--- src/rtl/vga_pkg.sv ---
// Shared VGA 640x480@60 timing, window geometry and 12-bit colour definitions
// for the scan-out back end.
package vga_pkg;

    localparam int H_VIS  = 640;
    localparam int H_FP   = 16;
    localparam int H_SYNC = 96;
    localparam int H_BP   = 48;
    localparam int H_TOT  = H_VIS + H_FP + H_SYNC + H_BP;

    localparam int V_VIS  = 480;
    localparam int V_FP   = 10;
    localparam int V_SYNC = 2;
    localparam int V_BP   = 33;
    localparam int V_TOT  = V_VIS + V_FP + V_SYNC + V_BP;

    localparam int CNT_W  = 10;
    localparam int ADDR_W = 15;

    localparam int DEF_X     = 200;
    localparam int DEF_Y     = 150;
    localparam int DEF_SCALE = 3;

    typedef logic [11:0] rgb12_t;

    localparam rgb12_t BLACK12 = 12'h000;
    localparam rgb12_t RED12   = 12'hF00;
    localparam rgb12_t GREEN12 = 12'h0F0;
    localparam rgb12_t BLUE12  = 12'h00F;

    // Offset that centres a scaled image of n pixels inside a visible span.
    function automatic int win_off(input int vis, input int scale, input int n);
        return (vis - scale * n) / 2;
    endfunction

    localparam int H_OFF = win_off(H_VIS, DEF_SCALE, DEF_X);
    localparam int V_OFF = win_off(V_VIS, DEF_SCALE, DEF_Y);

endpackage

--- src/rtl/vga_timing.sv ---
// Pixel-rate divider plus horizontal/vertical raster counters; every counter
// and derived region flag advances only on the pixel tick.
module vga_timing
    import vga_pkg::*;
#(
    parameter int CLK_DIV  = 4,
    parameter int H_ACT    = H_VIS,
    parameter int H_FRONT  = H_FP,
    parameter int H_SYNC_W = H_SYNC,
    parameter int H_BACK   = H_BP,
    parameter int V_ACT    = V_VIS,
    parameter int V_FRONT  = V_FP,
    parameter int V_SYNC_W = V_SYNC,
    parameter int V_BACK   = V_BP
) (
    input  logic             i_clk,
    input  logic             i_rst,
    output logic             o_tick,
    output logic [CNT_W-1:0] o_hcnt,
    output logic [CNT_W-1:0] o_vcnt,
    output logic             o_visible,
    output logic             o_hs_raw,
    output logic             o_vs_raw
);

    localparam int DIV_W = (CLK_DIV > 2) ? $clog2(CLK_DIV) : 1;
    localparam logic [DIV_W-1:0] DIV_LAST = DIV_W'(CLK_DIV - 1);

    localparam logic [CNT_W-1:0] H_VIS_L = CNT_W'(H_ACT);
    localparam logic [CNT_W-1:0] HS_BEG  = CNT_W'(H_ACT + H_FRONT);
    localparam logic [CNT_W-1:0] HS_END  = CNT_W'(H_ACT + H_FRONT + H_SYNC_W);
    localparam logic [CNT_W-1:0] H_LAST  = CNT_W'(H_ACT + H_FRONT + H_SYNC_W + H_BACK - 1);

    localparam logic [CNT_W-1:0] V_VIS_L = CNT_W'(V_ACT);
    localparam logic [CNT_W-1:0] VS_BEG  = CNT_W'(V_ACT + V_FRONT);
    localparam logic [CNT_W-1:0] VS_END  = CNT_W'(V_ACT + V_FRONT + V_SYNC_W);
    localparam logic [CNT_W-1:0] V_LAST  = CNT_W'(V_ACT + V_FRONT + V_SYNC_W + V_BACK - 1);

    logic [DIV_W-1:0] r_div;
    logic [CNT_W-1:0] r_hcnt;
    logic [CNT_W-1:0] r_vcnt;
    logic             w_tick;
    logic             w_h_last;
    logic             w_v_last;

    assign w_tick   = (r_div == DIV_LAST);
    assign w_h_last = (r_hcnt == H_LAST);
    assign w_v_last = (r_vcnt == V_LAST);

    always_ff @(posedge i_clk or posedge i_rst) begin
        if (i_rst) begin
            r_div <= '0;
        end else if (w_tick) begin
            r_div <= '0;
        end else begin
            r_div <= r_div + DIV_W'(1);
        end
    end

    always_ff @(posedge i_clk or posedge i_rst) begin
        if (i_rst) begin
            r_hcnt <= '0;
            r_vcnt <= '0;
        end else if (w_tick) begin
            if (w_h_last) begin
                r_hcnt <= '0;
                r_vcnt <= w_v_last ? '0 : r_vcnt + CNT_W'(1);
            end else begin
                r_hcnt <= r_hcnt + CNT_W'(1);
            end
        end
    end

    assign o_tick    = w_tick;
    assign o_hcnt    = r_hcnt;
    assign o_vcnt    = r_vcnt;
    assign o_visible = (r_hcnt < H_VIS_L) && (r_vcnt < V_VIS_L);
    assign o_hs_raw  = !((r_hcnt >= HS_BEG) && (r_hcnt < HS_END));
    assign o_vs_raw  = !((r_vcnt >= VS_BEG) && (r_vcnt < VS_END));

endmodule

--- src/rtl/vga_scanout.sv ---
// Scans the stored frame out as VGA: incremental RAM addressing with SCALE x SCALE
// pixel replication into a centred window, and a one-tick registered colour/sync stage.
module vga_scanout
    import vga_pkg::*;
#(
    parameter int     X        = DEF_X,
    parameter int     Y        = DEF_Y,
    parameter int     SCALE    = DEF_SCALE,
    parameter int     CLK_DIV  = 4,
    parameter rgb12_t BORDER   = BLACK12,
    parameter int     H_ACT    = H_VIS,
    parameter int     H_FRONT  = H_FP,
    parameter int     H_SYNC_W = H_SYNC,
    parameter int     H_BACK   = H_BP,
    parameter int     V_ACT    = V_VIS,
    parameter int     V_FRONT  = V_FP,
    parameter int     V_SYNC_W = V_SYNC,
    parameter int     V_BACK   = V_BP
) (
    input  logic              clk,
    input  logic              rst,
    output logic [ADDR_W-1:0] vaddr,
    input  logic [11:0]       vdata,
    output logic [3:0]        vga_r,
    output logic [3:0]        vga_g,
    output logic [3:0]        vga_b,
    output logic              vga_hs,
    output logic              vga_vs,
    output logic              fresh
);

    localparam int WIN_H_OFF = win_off(H_ACT, SCALE, X);
    localparam int WIN_V_OFF = win_off(V_ACT, SCALE, Y);

    localparam logic [CNT_W-1:0] WIN_H0  = CNT_W'(WIN_H_OFF);
    localparam logic [CNT_W-1:0] WIN_H1  = CNT_W'(WIN_H_OFF + SCALE * X - 1);
    localparam logic [CNT_W-1:0] WIN_V0  = CNT_W'(WIN_V_OFF);
    localparam logic [CNT_W-1:0] WIN_V1  = CNT_W'(WIN_V_OFF + SCALE * Y - 1);
    localparam logic [CNT_W-1:0] FRESH_V = CNT_W'(V_ACT);

    localparam int SC_W  = (SCALE > 2) ? $clog2(SCALE) : 1;
    localparam int COL_W = (X > 2) ? $clog2(X) : 1;
    localparam logic [SC_W-1:0] SC_LAST = SC_W'(SCALE - 1);

    logic             w_tick;
    logic [CNT_W-1:0] w_hcnt;
    logic [CNT_W-1:0] w_vcnt;
    logic             w_visible;
    logic             w_hs_raw;
    logic             w_vs_raw;
    logic             w_in_win;
    logic             w_line_end;

    logic [SC_W-1:0]   r_sx;
    logic [SC_W-1:0]   r_sy;
    logic [COL_W-1:0]  r_col;
    logic [ADDR_W-1:0] r_row_base;
    logic [ADDR_W-1:0] r_vaddr;

    logic   r_win_d;
    logic   r_vis_d;
    logic   r_hs_d;
    logic   r_vs_d;
    rgb12_t r_rgb;
    logic   r_hs;
    logic   r_vs;

    vga_timing #(
        .CLK_DIV  (CLK_DIV),
        .H_ACT    (H_ACT),
        .H_FRONT  (H_FRONT),
        .H_SYNC_W (H_SYNC_W),
        .H_BACK   (H_BACK),
        .V_ACT    (V_ACT),
        .V_FRONT  (V_FRONT),
        .V_SYNC_W (V_SYNC_W),
        .V_BACK   (V_BACK)
    ) u_timing (
        .i_clk     (clk),
        .i_rst     (rst),
        .o_tick    (w_tick),
        .o_hcnt    (w_hcnt),
        .o_vcnt    (w_vcnt),
        .o_visible (w_visible),
        .o_hs_raw  (w_hs_raw),
        .o_vs_raw  (w_vs_raw)
    );

    assign w_in_win   = (w_hcnt >= WIN_H0) && (w_hcnt <= WIN_H1) &&
                        (w_vcnt >= WIN_V0) && (w_vcnt <= WIN_V1);
    assign w_line_end = w_in_win && (w_hcnt == WIN_H1);

    // Address uses the current sub-counters, then steps them for the next pixel;
    // outside the window nothing moves, so vaddr holds its last value.
    always_ff @(posedge clk or posedge rst) begin
        if (rst) begin
            r_sx       <= '0;
            r_sy       <= '0;
            r_col      <= '0;
            r_row_base <= '0;
            r_vaddr    <= '0;
        end else if (w_tick) begin
            if (w_in_win) begin
                r_vaddr <= r_row_base + ADDR_W'(r_col);
                if (w_line_end) begin
                    r_sx  <= '0;
                    r_col <= '0;
                    if (r_sy == SC_LAST) begin
                        r_sy       <= '0;
                        r_row_base <= r_row_base + ADDR_W'(X);
                    end else begin
                        r_sy <= r_sy + SC_W'(1);
                    end
                end else if (r_sx == SC_LAST) begin
                    r_sx  <= '0;
                    r_col <= r_col + COL_W'(1);
                end else begin
                    r_sx <= r_sx + SC_W'(1);
                end
            end else if (w_vcnt == '0) begin
                r_row_base <= '0;
                r_sy       <= '0;
            end
        end
    end

    // Region decode travels alongside vaddr so it meets the RAM data one tick later.
    always_ff @(posedge clk or posedge rst) begin
        if (rst) begin
            r_win_d <= 1'b0;
            r_vis_d <= 1'b0;
            r_hs_d  <= 1'b1;
            r_vs_d  <= 1'b1;
        end else if (w_tick) begin
            r_win_d <= w_in_win;
            r_vis_d <= w_visible;
            r_hs_d  <= w_hs_raw;
            r_vs_d  <= w_vs_raw;
        end
    end

    always_ff @(posedge clk or posedge rst) begin
        if (rst) begin
            r_rgb <= '0;
            r_hs  <= 1'b1;
            r_vs  <= 1'b1;
        end else if (w_tick) begin
            if (r_win_d) begin
                r_rgb <= vdata;
            end else if (r_vis_d) begin
                r_rgb <= BORDER;
            end else begin
                r_rgb <= '0;
            end
            r_hs <= r_hs_d;
            r_vs <= r_vs_d;
        end
    end

    assign vaddr  = r_vaddr;
    assign vga_r  = r_rgb[11:8];
    assign vga_g  = r_rgb[7:4];
    assign vga_b  = r_rgb[3:0];
    assign vga_hs = r_hs;
    assign vga_vs = r_vs;
    assign fresh  = w_tick && (w_hcnt == '0) && (w_vcnt == FRESH_V);

endmodule

--- config.mk ---
export PLATFORM = sky130hd
export DESIGN_NAME = vga_scanout
export DESIGN_NICKNAME = d
export VERILOG_FILES = /design/src/rtl/vga_pkg.sv /design/src/rtl/vga_timing.sv /design/src/rtl/vga_scanout.sv
export SDC_FILE = /design/constraint.sdc
export NUM_CORES = 1
export LEC_CHECK = 0
export BUFFER_PORTS_ARGS = -buffer_cell sky130_fd_sc_hd__buf_2
export CORE_ASPECT_RATIO = 0.9
export CORE_MARGIN = 5
export CORE_UTILIZATION = 40
export CTS_BUF_LIST = sky130_fd_sc_hd__clkbuf_4
export DETAILED_ROUTE_END_ITERATION = 8
export HOLD_SLACK_MARGIN = 0.02
export PLACE_DENSITY_LB_ADDON = 0.25
export REMOVE_ABC_BUFFERS = 1
export SYNTH_ARGS = -nofsm -noshare
export SYNTH_HDL_FRONTEND = slang
export SYNTH_SLANG_ARGS = --single-unit
--- constraint.sdc ---
create_clock -name clk -period 3.6 [get_ports clk]
set_input_delay 0.36 -clock clk [delete_from_list [all_inputs] [get_ports clk]]
set_output_delay 0.36 -clock clk [all_outputs]
set_load 0.005 [all_outputs]
* Word-level counts from Yosys, hierarchy flattened
Cells that the tools add are included.
Cells by class: equal/unequal tests 9, div/mod/pow operators 0, reduce and logical (&&, ||, !) cells 19, add/sub/neg operators 8, multipliers 0, mux-type cells 16, shifts and indexed selects 0, bitwise gates (word level) 0, $lt $le $gt $ge 8
Operators by type and width (count):
- $mux W15 | 4
- $eq A10 B10 Y1 const B | 3
- $add A10 B1 Y10 const B | 2
- $logic_not A10 Y1 | 2
- $mux W10 | 2
- $mux W8 | 2
- $add A15 B8 Y15 | 1
- $add A15 B8 Y15 const B | 1
- $mux W2 | 7
- $mux W12 | 1
- $eq A10 B9 Y1 const B | 1
- $ge A10 B10 Y1 const B | 1
- $ge A10 B4 Y1 const B | 1
- $ge A10 B5 Y1 const B | 1
- $ge A10 B9 Y1 const B | 1
- $le A10 B10 Y1 const B | 1
- $le A10 B9 Y1 const B | 1
- $lt A10 B10 Y1 const B | 1
- $lt A10 B9 Y1 const B | 1
- $add A8 B1 Y8 const B | 1
- $logic_and A1 B1 Y1 | 8
- $add A2 B1 Y2 const B | 3
- $eq A2 B2 Y1 const B | 3
- $reduce_and A3 Y1 | 2
- 5 further kinds | 9
Storage, ports and cells: bits in latches 0, bits in registers 81, output and inout port bits 30, input port bits 14, memories kept 0, bits in read-only memories 0, memory bits (writable) 0, logic and storage cells 74

* Logic depth before layout (Yosys ltp)
Gate-level depths: netlist of the first run.
depth in word-level cells 7, gate-level depth with buffers 8, depth with buffers taken out 7

* Cells and area by module
Synthesis of the first run repeated with hierarchy kept, for this count alone.
Second synthesis, totals: cells, all modules 448, area, all modules 4152.7 sq um
Modules (own cells, without submodules):
- vga_scanout | sequential area each 1406.3 sq um, cells each 335, area each 3002.9 sq um, times used 1
- vga_timing | sequential area each 550.5 sq um, cells each 113, area each 1149.9 sq um, times used 1

* Least setup slack after synthesis of the first run
OpenSTA, ideal clock, no wires.
path type register to register, from register u_timing.r_vcnt[0], in the netlist u_timing.o_vcnt[0], to register r_row_base[10], arrival 2.039 ns, period minus slack after synthesis 2.168 ns, data required time 3.470 ns, stages on the path, launching flop included 8, library setup time 0.130 ns, path buffers 1, path slack 1.432 ns, cells stage by stage dfrtp_1 -> inv_1 -> ha_1 -> or3b_2 -> or4_4 -> a21boi_2 -> buf_2 -> o2bb2ai_1
Between the ends: word-level cells in the longest chain between the ends 6, elaborated cells between the ends (all ways) 11, those cells by class order compare (2); eq/ne (2); mux (1); reduce/logical (6)
Ends and longest elaborated chain:
- start, declared | line vga_timing.sv:41 | logic [CNT_W-1:0] r_vcnt;
- start signal, assigned | line vga_timing.sv:67 | r_vcnt <= w_v_last ? '0 : r_vcnt + CNT_W'(1);
- $ge A10 B4 Y1 | line vga_scanout.sv:90 | (w_vcnt >= WIN_V0) && (w_vcnt <= WIN_V1);
- $logic_and A1 B1 Y1 | line vga_scanout.sv:89 | assign w_in_win = (w_hcnt >= WIN_H0) && (w_hcnt <= WIN_H1) &&
- $logic_and A1 B1 Y1 | line vga_scanout.sv:90
- $logic_and A1 B1 Y1 | line vga_scanout.sv:91 | assign w_line_end = w_in_win && (w_hcnt == WIN_H1);
- $ne A2 B1 Y1 (no source line)
- $reduce_and A4 Y1 (no source line)
- end signal, assigned | line vga_scanout.sv:110 | r_row_base <= r_row_base + ADDR_W'(X);
- end, declared | line vga_scanout.sv:57 | logic [ADDR_W-1:0] r_row_base;
Parallel ways exist; a longest one is shown, timed or not. A chain may end at the register's enable or synchronous reset.

* Final worst setup path of the first run
from register u_timing.r_vcnt[1], in the netlist u_timing.o_vcnt[1], to register r_col[5]
Between the ends: word-level cells in the longest chain between the ends 6, elaborated cells between the ends (all ways) 8, those cells by class order compare (2); mux (1); reduce/logical (5)
Ends and longest elaborated chain:
- $ge A10 B4 Y1 | line vga_scanout.sv:90
- $logic_and A1 B1 Y1 | line vga_scanout.sv:89
- $logic_and A1 B1 Y1 (*) | line vga_scanout.sv:90
- $logic_and A1 B1 Y1 | line vga_scanout.sv:91
- $reduce_bool A2 Y1 (no source line)
- $reduce_and A3 Y1 (no source line)
- end signal, assigned | line vga_scanout.sv:116 | r_col <= r_col + COL_W'(1);
- end, declared | line vga_scanout.sv:56 | logic [COL_W-1:0] r_col;
Every way passes the cells marked *; elsewhere a longest branch is shown, timed or not.

==> metrics, run 1 <==
area of the multi-input gates 2046 sq um; dpl ws 1131 ps; Slew Viols, Final 0; Power Total 1.449 mW; Period minus WS final 2541 ps; post-synthesis simple-gate area fraction 17.81%; # resized after CTS 0; Critical Path Start Type flop; crit-path max FO 6; library cells used by synthesis 49; Buffers on Ports 43; antenna violations before repair 0; Avg Cell Area, Syn 9.620 sq um; multiplexer share of the synthesized area 3.785%; share of layout cells above drive strength 1 19.41%; GRT Total Usage 15.49%; I/O pin cnt 44; RSZ-0062 raised after global routing no; placed inst area 4492 sq um; Clock transition at path regs 140 ps; post-synthesis adder-cell area fraction 3.605%; core box area 10200 sq um; first-pass GRT wire length 16240 um; Post-Synth XOR/XNOR Area 4.626%; DR iter-0 viols 242; register area 1957 sq um; final setup TNS 0 ps; Hold Slack 128.7 ps; gpl congestion 0.8195; DRC viols 0; CP arrival 2860 ps; largest family of logic cells by synthesized area compound AO/OA/AOI/OAI gates; cell type with the largest total area after synthesis dfrtp_1; clk_lat worst skew 420 ps; hpwl dp 6723 um; Initial Utilization 40.82%; Die Y 106.8 um; clock network power share 37.7%; Max VDD drop 0.1556 mV; DR WL/cell 15.50 um; # rows 35; design area 4648 sq um; Finished Layout Cells 603; Fmax 0.3936 GHz; setup violators final 0; DRT antenna net count 0; NetSw 0.3401 mW; H-tree lvl count 3; WL final 9348 um; Final Core Density 45.55%; first-pass iteration count of the detailed router 5; routed vias 3364; Yosys top cell area share 44.46%; sequential element share of the synthesized area 46.98%; Max Cap Viol 0; fin nets 495; Synth Warn # 0; area growth from synthesis to layout 11.60%; top_reg_cell synth dfrtp_1; Root Buffer clkbuf_4; Hold WC Path Type in2reg; Setup CP Type reg2reg; CP endpoint kind flop; CP required 3920 ps; final worst path period share 70.57%; # clock sinks 78; Slew HR 22.70%; Lkg Pwr 1.977 nW; EDFF count, synth 0; total CTS buffers 9; Flop pwr share 60.5%; Die ar. 12560 sq um; Placed Cells 586; CTS tree built; filler instances 974; Logic pwr share 1.8%; Mapped Cells 433; mapped cell area 4165 sq um; n_diodes 0; Worst-Margin Slew 1150 ps; vias in the first global route 3312; run status finished clean; via-per-instance ratio 5.579; register bit count reported by yosys 78; ranking of synthesized cells by area dfrtp_1 (44%), o21ai_0 (5.3%), xnor2_1 (4.0%), mux2_2 (3.8%), ha_1 (3.6%); P_int 1.109 mW; global route overflow 0; Pwr Density 311.8 nW/um^2; post-synthesis compound-gate area fraction 19.13%; switching part of the total power 23.47%; clock tree buffer depth 2; Final WS setup 1059 ps; final hold vios 0; Synth async-reset ratio 100.0%; worst clock skew 19.38 ps; largest net degree at the start of global routing 36; Die X 117.6 um
==> worst paths after layout <==
kind | end | from | depth (start not counted) | slack (ps)
worst min-delay path | r_rgb[7]$_DFFE_PP0P_ | vdata[7] | 3 | 130
worst max-delay path | r_col[5]$_DFFE_PP0P_ | u_timing.o_vcnt[1]$_DFFE_PP0P_ | 7 | 1060
worst max register to register | r_col[5]$_DFFE_PP0P_ | u_timing.o_vcnt[1]$_DFFE_PP0P_ | 7 | 1060
max in group asynchronous | r_row_base[13]$_DFFE_PP0P_ | rst | 4 | 2400
min in group asynchronous | r_rgb[2]$_DFFE_PP0P_ | rst | 3 | 420
worst min register to register | u_timing.r_div[0]$_DFF_PP0_ | u_timing.r_div[0]$_DFF_PP0_ | 1 | 440
==> cells by family after synthesis <==
logic type | count (synthesis)
AO/OA/AOI/OAI | 121
XOR/XNOR | 22
adder cells (fa/ha/maj) | 12
buffers and inverters | 44
flip-flops | 78
multiplexers | 14
AND/OR/NAND/NOR | 142
==> synthesized netlist by cell type, drive strengths merged, types with 14 or more instances <==
library cell	count
dfrtp	74
nor2	19
xnor2	19
clkbuf	20
nand4	16
nand3	19
nand2	34
mux2	14
a21oi	19
nor3	14
inv	20
o21ai	44
==> power by group through the flow <==
stage / sequential [mW] / combinational [mW] / clock (mW)
floorplan: 0.893 / 0.0129 / 0
global placement: 0.893 / 0.0268 / 0
detailed placement: 0.893 / 0.0271 / 0
CTS: 0.876 / 0.0280 / 0.570
global route: 0.877 / 0.0320 / 0.611
finish: 0.876 / 0.0266 / 0.546
==> cell usage in the layout, fill, tap and decap left out, types with 6 or more instances in the layout <==
cell,Yosys,layout
o31ai_1,12,12
a21oi_1,19,19
nor3_1,14,14
clkbuf_4,0,10
nand2_1,34,34
nor2_1,19,19
and3_1,6,6
nand3_1,19,19
o31a_1,6,6
buf_2,3,43
mux2_2,14,14
o21ai_0,44,44
xnor2_1,19,19
o2bb2ai_1,13,13
dfrtp_1,74,74
inv_1,20,19
ha_1,12,12
nand4_1,16,16
==> what timing repair did <==
item                                   CTS  global route
setup buffers                            0             0
hold buffers                             1             0
endpoints found under the hold margin    9             0
==> flip-flops by register name, indices dropped and copies added, names as in the netlist <==
signal,count
vaddr,15
r_rgb,12
r_row_base,12
u_timing.o_hcnt,10
u_timing.o_vcnt,10
r_col,8
r_sx,2
r_sy,2
u_timing.r_div,2
r_hs_d,1
r_vs_d,1
r_win_d,1
vga_hs,1
vga_vs,1
==> worst max-delay path, cell delays in order (launching register included) <==
cell and delay [ps]:
dfrtp_1 460, inv_1 90, ha_1 180, nor3b_1 370, o21ai_0 270, nor4_1 610
nand2_1 200, o41ai_1 270
==> routing by layer <==
layer	share of wire, %	global-route usage (%)
met4	0.81	3.276
met3	5.1	4.430
met5	0	0
met1	48	21.30
met2	46	24.52
==> area by class of cell <==
| cell class | instances | area share, % |
|---|---|---|
| clock buffers | 10 | 1.615 |
| multi-input cells | 311 | 44.01 |
| flip-flops and latches | 78 | 42.10 |
| inverters | 20 | 1.615 |
| repair buffers | 49 | 5.653 |
| clock inverters | 6 | 1.534 |
| well taps | 129 | 3.472 |
No activity file was read; power rests on OpenSTA's default activity.
==> run 2: changes to the inputs <==
==> constraint.sdc (replaced) <==
create_clock -name clk -period 2.35 [get_ports clk]
set_input_delay 0.235 -clock clk [delete_from_list [all_inputs] [get_ports clk]]
set_output_delay 0.235 -clock clk [all_outputs]
set_load 0.005 [all_outputs]
==> run 2 against run 1 <==
Net effect:
- clock power is 92% higher
- largest power group unchanged
- critical path depth stayed put
- die area unchanged
- setup slack got worse by 970 ps
- global-route usage up 0.84 points
==> metrics, run 2 (same netlist as run 1, synthesis figures left out) <==
H-tree lvl count 3 (unchanged); I/O pin cnt 44 (unchanged); Die X 117.6 um (unchanged); antenna violations before repair 0 (unchanged); Final WS setup 85.89 ps (was 1059 ps); # rows 35 (unchanged); vias in the first global route 3437 (was 3312); routed vias 3515 (was 3364); CP arrival 2630 ps (was 2860 ps); Fmax 0.4417 GHz (was 0.3936 GHz); Buf/Inv on CP 1 (unchanged); Period minus WS final 2264 ps (was 2541 ps); first-pass iteration count of the detailed router 4 (was 5); run status finished clean (unchanged); Worst-Margin Slew 564.7 ps (was 1150 ps); Slew Viols, Final 0 (unchanged); crit-path max FO 4 (was 6); origin of the critical flop-to-flop path u_timing.o_vcnt[1]$_DFFE_PP0P_ (unchanged); worst setup path endpoint r_row_base[3]$_DFFE_PP0P_ (was r_col[5]$_DFFE_PP0P_); hpwl dp 7036 um (was 6723 um); n_diodes 0 (unchanged); # clock sinks 78 (unchanged); Clock transition at path regs 130 ps (was 140 ps); gpl congestion 0.8176 (was 0.8195); Initial Utilization 40.82% (unchanged); clk_lat worst skew 440 ps (was 420 ps); GRT Total Usage 16.33% (was 15.49%); Final Core Density 49.53% (was 45.55%); Flop pwr share 54.7% (was 60.5%); clock tree buffer depth 2 (unchanged); Reg2Reg Setup Slack 90 ps (was 1060 ps); fin nets 532 (was 495); P_int 1.913 mW (was 1.109 mW); final hold vios 0 (unchanged); global route overflow 0 (unchanged); CP required 2720 ps (was 3920 ps); Max VDD drop 0.3194 mV (was 0.1556 mV); CP endpoint kind flop (unchanged); DR iter-0 viols 209 (was 242); setup violators final 0 (unchanged); Finished Layout Cells 640 (was 603); total CTS buffers 9 (unchanged); Die ar. 12560 sq um (unchanged); Worst setup startpoint u_timing.o_vcnt[1]$_DFFE_PP0P_ (unchanged); WL final 9958 um (was 9348 um); DRT antenna net count 0 (unchanged); Pwr Density 485.3 nW/um^2 (was 311.8 nW/um^2); Hold WC Path Type in2async (was in2reg); max incr delay on CP 520 ps (was 610 ps); via-per-instance ratio 5.492 (was 5.579); Lkg Pwr 2.196 nW (was 1.977 nW); area growth from synthesis to layout 21.33% (was 11.60%); clock network power share 42.7% (was 37.7%); crit-path cells inv_1 > ha_2 > or3b_2 > or4_4 > a21o_1 > o21ai_0 > a32o_1 (was inv_1 > ha_1 > nor3b_1 > o21ai_0 > nor4_1 > nand2_1 > o41ai_1); CP max stage cell or4_4 (was nor4_1); switching part of the total power 21.98% (was 23.47%); final worst path period share 96.34% (was 70.57%); Critical Path Start Type flop (unchanged); Setup CP Type reg2reg (unchanged); first-pass GRT wire length 16980 um (was 16240 um); WP depth 7 (unchanged); filler instances 938 (was 974); Logic pwr share 2.5% (was 1.8%); RSZ-0062 raised after global routing no (unchanged); worst r2r dst r_row_base[3]$_DFFE_PP0P_ (was r_col[5]$_DFFE_PP0P_); share of layout cells above drive strength 1 23.87% (was 19.41%); R2R cell count 7 (unchanged); most frequent cells in the layout dfrtp_1 (74), o21ai_0 (44), buf_2 (43) (unchanged); Root Buffer clkbuf_4 (unchanged); NetSw 0.5391 mW (was 0.3401 mW); Placed Cells 610 (was 586); Buffers on Ports 43 (unchanged); Slew HR 62.30% (was 22.70%); delay-heaviest family, CP simple AND/OR/NAND/NOR gates (unchanged); largest net degree at the start of global routing 34 (was 36); worst clock skew 24.18 ps (was 19.38 ps); Die Y 106.8 um (unchanged); CTS tree built (unchanged); DR WL/cell 15.56 um (was 15.50 um); DRC viols 0 (unchanged); Largest register FFs 15 (unchanged); Max Cap Viol 0 (unchanged); dpl ws 69.60 ps (was 1131 ps); core box area 10200 sq um (unchanged); commonest non-fill, non-tap cell in the layout dfrtp_1 (unchanged)
-- run 2: how the worst min path moves through the flow --
stage                                      to  depth (start not counted)      from  slack, ps
6_report       u_timing.o_vcnt[7]$_DFFE_PP0P_                          3       rst        400
4_1_cts                 r_rgb[11]$_DFFE_PP0P_                          3       rst        380
2_1_floorplan            r_rgb[0]$_DFFE_PP0P_                          2  vdata[0]        350
3_3_place_gp            r_rgb[10]$_DFFE_PP0P_                          2       rst        320
5_1_grt                 r_rgb[10]$_DFFE_PP0P_                          3       rst        420
3_5_place_dp            r_rgb[10]$_DFFE_PP0P_                          2       rst        320
-- run 2: timing repair --
item,in CTS,in global routing
setup buffers,0,1
setup endpoints to repair,0,19
gates resized for setup,0,7
hold buffers,13,0
endpoints found under the hold margin,32,0
-- run 2: power by group through the flow --
stage	Sequential [mW]	Combinational [mW]	Clock, mW
after floorplan	1.37	0.0197	0
after global placement	1.37	0.0467	0
after detailed placement	1.37	0.0476	0
after CTS	1.34	0.0642	1.09
after global routing	1.34	0.0715	1.13
final	1.34	0.0622	1.05
-- run 2: final cells by class --
class	count	area [sq um]	share of cell area, %
clock buffers	9	67.56	1.337
clock inverters	7	118.9	2.352
inverters	20	75.07	1.486
multi-input cells	311	2078	41.12
flip-flops and latches	78	1957	38.72
well taps	129	161.4	3.194
repair buffers	86	595.6	11.79
-- run 2: metrics by stage --
stage | area (sq um) | hold WS (ps) | power, mW | TNS (ps)
2_1_floorplan | 4071 | 351.8 | 1.387 | -4531
3_3_place_gp | 4697 | 318.2 | 1.414 | 0
3_5_place_dp | 4697 | 321.1 | 1.415 | 0
4_1_cts | 5014 | 381.0 | 2.496 | 0
5_1_grt | 5054 | 422.1 | 2.543 | 0
6_report | 5054 | 401.9 | 2.453 | 0
-- run 2: metal layers --
layer / share of wire (%) / GRT usage (%) / vias up
li1: - / - / 1739
met1: 49 / 22.93 / 1699
met2: 46 / 25.32 / 65
met3: 3.8 / 2.954 / 12
met4: 1.2 / 5.979 / 0
met5: 0 / 0 / -
-- run 2: tightest hold or removal path: cells and delay by family --
family / cells / cell delay (ps)
buffers and inverters: 3 / 1070
